==> src/rtl/regfile_writeback_arbiter.sv <==
// Writeback arbiter: two one-entry slots (ALU, load) feeding one registered
// regfile write port, oldest slot first, round-robin on simultaneous arrival.
module regfile_writeback_arbiter #(
    parameter int ADDR_WIDTH = 2,
    parameter int DATA_WIDTH = 4
) (
    input  logic                  CLK,
    input  logic                  RESET,
    input  logic                  alu_valid,
    output logic                  alu_ready,
    input  logic [ADDR_WIDTH-1:0] alu_addr,
    input  logic [DATA_WIDTH-1:0] alu_data,
    input  logic                  load_valid,
    output logic                  load_ready,
    input  logic [ADDR_WIDTH-1:0] load_addr,
    input  logic [DATA_WIDTH-1:0] load_data,
    output logic [ADDR_WIDTH-1:0] write_addr,
    output logic [DATA_WIDTH-1:0] write_data,
    output logic                  write_enable,
    output logic                  busy
);

    logic                  alu_occ;
    logic [ADDR_WIDTH-1:0] alu_slot_addr;
    logic [DATA_WIDTH-1:0] alu_slot_data;
    logic                  load_occ;
    logic [ADDR_WIDTH-1:0] load_slot_addr;
    logic [DATA_WIDTH-1:0] load_slot_data;
    logic                  load_older;
    logic                  tie;
    logic                  rr;

    logic pick_load;
    logic grant_alu;
    logic grant_load;
    logic alu_hs;
    logic load_hs;

    // Age decides unless both slots filled on the same edge; then rr decides.
    assign pick_load  = tie ? rr : load_older;
    assign grant_alu  = alu_occ & (!load_occ | !pick_load);
    assign grant_load = load_occ & (!alu_occ | pick_load);

    assign alu_ready  = !RESET & (!alu_occ | grant_alu);
    assign load_ready = !RESET & (!load_occ | grant_load);
    assign alu_hs     = alu_valid & alu_ready;
    assign load_hs    = load_valid & load_ready;

    assign busy = alu_occ | load_occ | write_enable;

    always_ff @(posedge CLK) begin
        if (RESET) begin
            alu_occ        <= 1'b0;
            alu_slot_addr  <= '0;
            alu_slot_data  <= '0;
            load_occ       <= 1'b0;
            load_slot_addr <= '0;
            load_slot_data <= '0;
            load_older     <= 1'b0;
            tie            <= 1'b0;
            rr             <= 1'b0;
            write_enable   <= 1'b0;
            write_addr     <= '0;
            write_data     <= '0;
        end else begin
            if (alu_hs) begin
                alu_occ       <= 1'b1;
                alu_slot_addr <= alu_addr;
                alu_slot_data <= alu_data;
            end else if (grant_alu) begin
                alu_occ <= 1'b0;
            end

            if (load_hs) begin
                load_occ       <= 1'b1;
                load_slot_addr <= load_addr;
                load_slot_data <= load_data;
            end else if (grant_load) begin
                load_occ <= 1'b0;
            end

            // The slot filled alone this edge is the younger one.
            if (alu_hs && load_hs) begin
                tie <= 1'b1;
            end else if (alu_hs) begin
                tie        <= 1'b0;
                load_older <= 1'b1;
            end else if (load_hs) begin
                tie        <= 1'b0;
                load_older <= 1'b0;
            end

            if (alu_occ && load_occ && tie) begin
                rr <= !rr;
            end

            write_enable <= grant_alu | grant_load;
            if (grant_alu) begin
                write_addr <= alu_slot_addr;
                write_data <= alu_slot_data;
            end else if (grant_load) begin
                write_addr <= load_slot_addr;
                write_data <= load_slot_data;
            end
        end
    end

endmodule

==> config.mk <==
export PLATFORM = sky130hd
export DESIGN_NAME = regfile_writeback_arbiter
export DESIGN_NICKNAME = d
export VERILOG_FILES = /design/src/rtl/regfile_writeback_arbiter.sv
export SDC_FILE = /design/constraint.sdc
export NUM_CORES = 1
export LEC_CHECK = 0
export ABC_AREA = 0
export CAP_MARGIN = 10
export CORE_ASPECT_RATIO = 0.8
export CORE_MARGIN = 2
export CORE_UTILIZATION = 35
export DETAILED_ROUTE_END_ITERATION = 12
export GPL_ROUTABILITY_DRIVEN = 1
export GPL_TIMING_DRIVEN = 0
export PLACE_DENSITY_LB_ADDON = 0.2
export SYNTH_ARGS = -nofsm -noshare
export SYNTH_HDL_FRONTEND = slang
export SYNTH_SLANG_ARGS = --single-unit
export TNS_END_PERCENT = 30
==> constraint.sdc <==
create_clock -name CLK -period 5.48 [get_ports CLK]
set_input_delay 1.096 -clock CLK [delete_from_list [all_inputs] [get_ports CLK]]
set_output_delay 1.096 -clock CLK [all_outputs]
set_load 0.005 [all_outputs]
==> results of run 1 <==
## routing by layer
layer | share of wire [%] | track usage, % | vias to the layer above
li1 | - | - | 709
met1 | 52 | 25.79 | 614
met2 | 39 | 24.01 | 43
met3 | 7.6 | 3.634 | 2
met4 | 0.73 | 2.727 | 0
met5 | 0 | 0 | -
## final timing paths
check / end / cells after the start
max: load_ready / 5
min: load_older / 2
max reg2reg: load_older / 7
min reg2reg: load_older / 2
## worst reg2reg max path, stage by stage (launching register included)
cell	delay, ps
dfxtp_1	400
mux2_2	360
buf_2	210
a31oi_1	280
nand2_1	90
ha_1	330
nand2b_1	140
a21oi_1	110
## where the power goes
part           switching, mW  total [mW]  internal [mW]
clock network         0.0566       0.121         0.0642
logic                 0.0436      0.0953         0.0516
registers             0.0118       0.200          0.188
## sequential cells by signal (all words and copies together), names as in the netlist
register and cells:
alu_occ 1, alu_slot_addr 2, alu_slot_data 4, load_occ 1
load_older 1, load_slot_addr 2, load_slot_data 4, rr 1
tie 1, write_addr 2, write_data 4, write_enable 1
## cell type report
cell class	instances	area, um2
repair buffers	25	250.2
flip-flops and latches	24	480.5
well taps	57	71.32
fillers	426	2268
clock buffers	4	55.05
multi-input cells	135	923.4
plain buffers	18	76.32
## cell families after synthesis
logic type	share of synthesized area [%]
xor+xnor	0.5918
mux	10.74
flops	32.46
compound gates	13.69
fa+ha+maj	1.690
buf+inv	5.157
simple gates	35.67
## layout by cell type, fill, tap and decap left out, drive strengths merged
master / netlist / layout
nor2: 6 / 6
o211ai: 1 / 1
nand2b: 20 / 20
clkdlybuf4s50: 0 / 25
buf: 5 / 5
or3: 1 / 1
nor2b: 12 / 12
nand2: 3 / 3
mux2: 7 / 7
a31oi: 16 / 16
ha: 2 / 2
dfxtp: 24 / 24
xor2: 1 / 1
o22ai: 6 / 6
a21oi: 1 / 1
clkbuf: 13 / 17
mux2i: 8 / 8
o311ai: 6 / 6
and2: 2 / 2
nor3: 6 / 6
or4b: 6 / 6
nand3: 19 / 19
nor3b: 12 / 12
## stage by stage
stage | utilization [%] | worst slack (ps) | hold WS [ps] | power [mW]
6_report | 45.01 | 1319 | 506.7 | 0.4160
5_1_grt | 45.01 | 1138 | 541.1 | 0.4393
4_1_cts | 45.01 | 1326 | 511.4 | 0.4201
3_5_place_dp | 43.68 | 1336 | 500.3 | 0.2991
3_3_place_gp | 43.68 | 1341 | 484.2 | 0.2982
2_1_floorplan | - | 2673 | 455.1 | 0.2595
==> impl_metrics.env, run 1 <==
export IMPL_worstPathArrival_ps=3060
export IMPL_synthCells=177
export IMPL_slew_headroom_pct=67.81
export IMPL_p_leak_nw=0.6297
export IMPL_cts_root_buffer="clkbuf_8"
export IMPL_r2r_start="tie"
export IMPL_fin_skew_ps=4.943
export IMPL_grt_first_pass_wirelength_mm=6.375
export IMPL_antenna_found_initial=0
export IMPL_period_share_pct=75.92
export IMPL_cap_violations=0
export IMPL_dp_hpwl_mm=2.726
export IMPL_yosysUniqueCellTypes=24
export IMPL_hold_buffers=0
export IMPL_grt_start_max_net_pins=14
export IMPL_synthToLayoutAreaGrowth_pct=25.44
export IMPL_slew_viol_final=0
export IMPL_placed_area_um2=1802
export IMPL_num_rows=21
export IMPL_globalRouteOverflowTotal=0
export IMPL_synth_async_sr_flop_share_pct=0
export IMPL_hp_class="reg -> reg"
export IMPL_drc_errors=0
export IMPL_insertion_delay_ps=270
export IMPL_cts_resized=0
export IMPL_synth_top_cell_area_share_pct=32.46
export IMPL_synth_edf_count=0
export IMPL_grt_setup_unrepaired="false"
export IMPL_post_route_cells_drive_above_1_share_pct=10.19
export IMPL_path_cells="clkdlybuf4s50_1, clkbuf_1, clkbuf_1, a31oi_1, clkdlybuf4s50_1"
export IMPL_num_vias=1368
export IMPL_cts_tree="built"
export IMPL_wire_per_inst_um=14.11
export IMPL_final_net_count=225
export IMPL_synth_nets=195
export IMPL_vias_per_cell=5.202
export IMPL_start_util_pct=35.88
export IMPL_cp_start_kind="primary input"
export IMPL_boundaryPins=26
export IMPL_dieWidth_um=76.71
export IMPL_worstSetupPathType="in -> out"
export IMPL_ys_ff_latch=24
export IMPL_required_ps=4380
export IMPL_chipHeight_um=62.17
export IMPL_critPathBufInv=4
export IMPL_final_cells=263
export IMPL_p_per_area_nw_per_um2=224.0
export IMPL_synth_flop_cell="dfxtp_1"
export IMPL_grtUsageTotal_pct=16.73
export IMPL_cp_top_family="buffers and inverters"
export IMPL_finish_instance_area_um2=1857
export IMPL_yosys_area_top_type="dfxtp_1"
export IMPL_hold_viol=0
export IMPL_netlist_top_cells_count="24 x dfxtp_1, 20 x nand2b_1, 19 x nand3_1"
export IMPL_clockBufferDepth=2
export IMPL_drt_iter0_drc=71
export IMPL_post_cts_buffers=0
export IMPL_globalplace_congestion=0.7483
export IMPL_cpMaxStageDelayCell="clkdlybuf4s50_1"
export IMPL_synth_most_common_cell="dfxtp_1"
export IMPL_antenna_cells=0
export IMPL_yosysWarnings=0
export IMPL_vdd_drop_max_uv=101.4
export IMPL_cp_startpoint="RESET"
export IMPL_dp_cells=259
export IMPL_max_freq_mhz=240.4
export IMPL_outcome="completed"
export IMPL_clk_pin_slew_ps=80
export IMPL_finalCriticalPeriod_ps=4161
export IMPL_worstMarginPinSlew_ps=469.4
export IMPL_ant_nets=0
export IMPL_synthesis_area_um2=1480
export IMPL_clock_sinks=24
export IMPL_die_area_um2=4768
export IMPL_detail_route_first_pass_iterations=4
export IMPL_crit_path_end_kind="output pin"
export IMPL_synth_top_cells_by_area="dfxtp_1 32%, nand2b_1 8.5%, a31oi_1 6.8%"
export IMPL_setup_viol=0
export IMPL_syn_mean_instance_area_um2=8.363
export IMPL_design_core_area_um2=4125
export IMPL_fin_tns_setup_ps=0
export IMPL_reg2reg_setup_slack_ps=3490
export IMPL_path_max_fanout=10
export IMPL_routed_wl_mm=3.711
export IMPL_numCtsBuffers=3
export IMPL_seq_area_frac_synth_pct=32.46
export IMPL_min_from="load_older"
export IMPL_grt_pass1_vias=1249
export IMPL_io_buffers=25
export IMPL_max_stage_delay_ps=540
export IMPL_htreeDepth=1
(Power assumes the default switching activity.)
==> run 2, diff against run 1 <==
==> constraint.sdc (replaced) <==
create_clock -name CLK -period 3.92 [get_ports CLK]
set_input_delay 0.784 -clock CLK [delete_from_list [all_inputs] [get_ports CLK]]
set_output_delay 0.784 -clock CLK [all_outputs]
set_load 0.005 [all_outputs]
==> results of run 2 <==
Same layout as run 1 (identical final DEF). Status: completed.
Main changes from that run: setup slack after placement 1336 ps -> 399.8 ps; setup slack after layout 1319 ps -> 383.4 ps; register-to-register setup slack 3490 ps -> 1930 ps; total power 0.4160 mW -> 0.5815 mW; worst IR drop on VDD 101.4 uV -> 141.8 uV
==> run 3, diff against run 2 <==
--- a/config.mk
+++ b/config.mk
@@ -14,6 +14,7 @@
 export GPL_ROUTABILITY_DRIVEN = 1
 export GPL_TIMING_DRIVEN = 0
 export PLACE_DENSITY_LB_ADDON = 0.2
+export SKIP_CTS_REPAIR_TIMING = 1
 export SYNTH_ARGS = -nofsm -noshare
 export SYNTH_HDL_FRONTEND = slang
 export SYNTH_SLANG_ARGS = --single-unit
==> results of run 3 <==
Same layout as run 1 (identical final DEF). Status: completed.
Main changes from that run: setup slack after placement 1336 ps -> 399.8 ps; setup slack after layout 1319 ps -> 383.4 ps; register-to-register setup slack 3490 ps -> 1930 ps; total power 0.4160 mW -> 0.5815 mW; worst IR drop on VDD 101.4 uV -> 141.8 uV
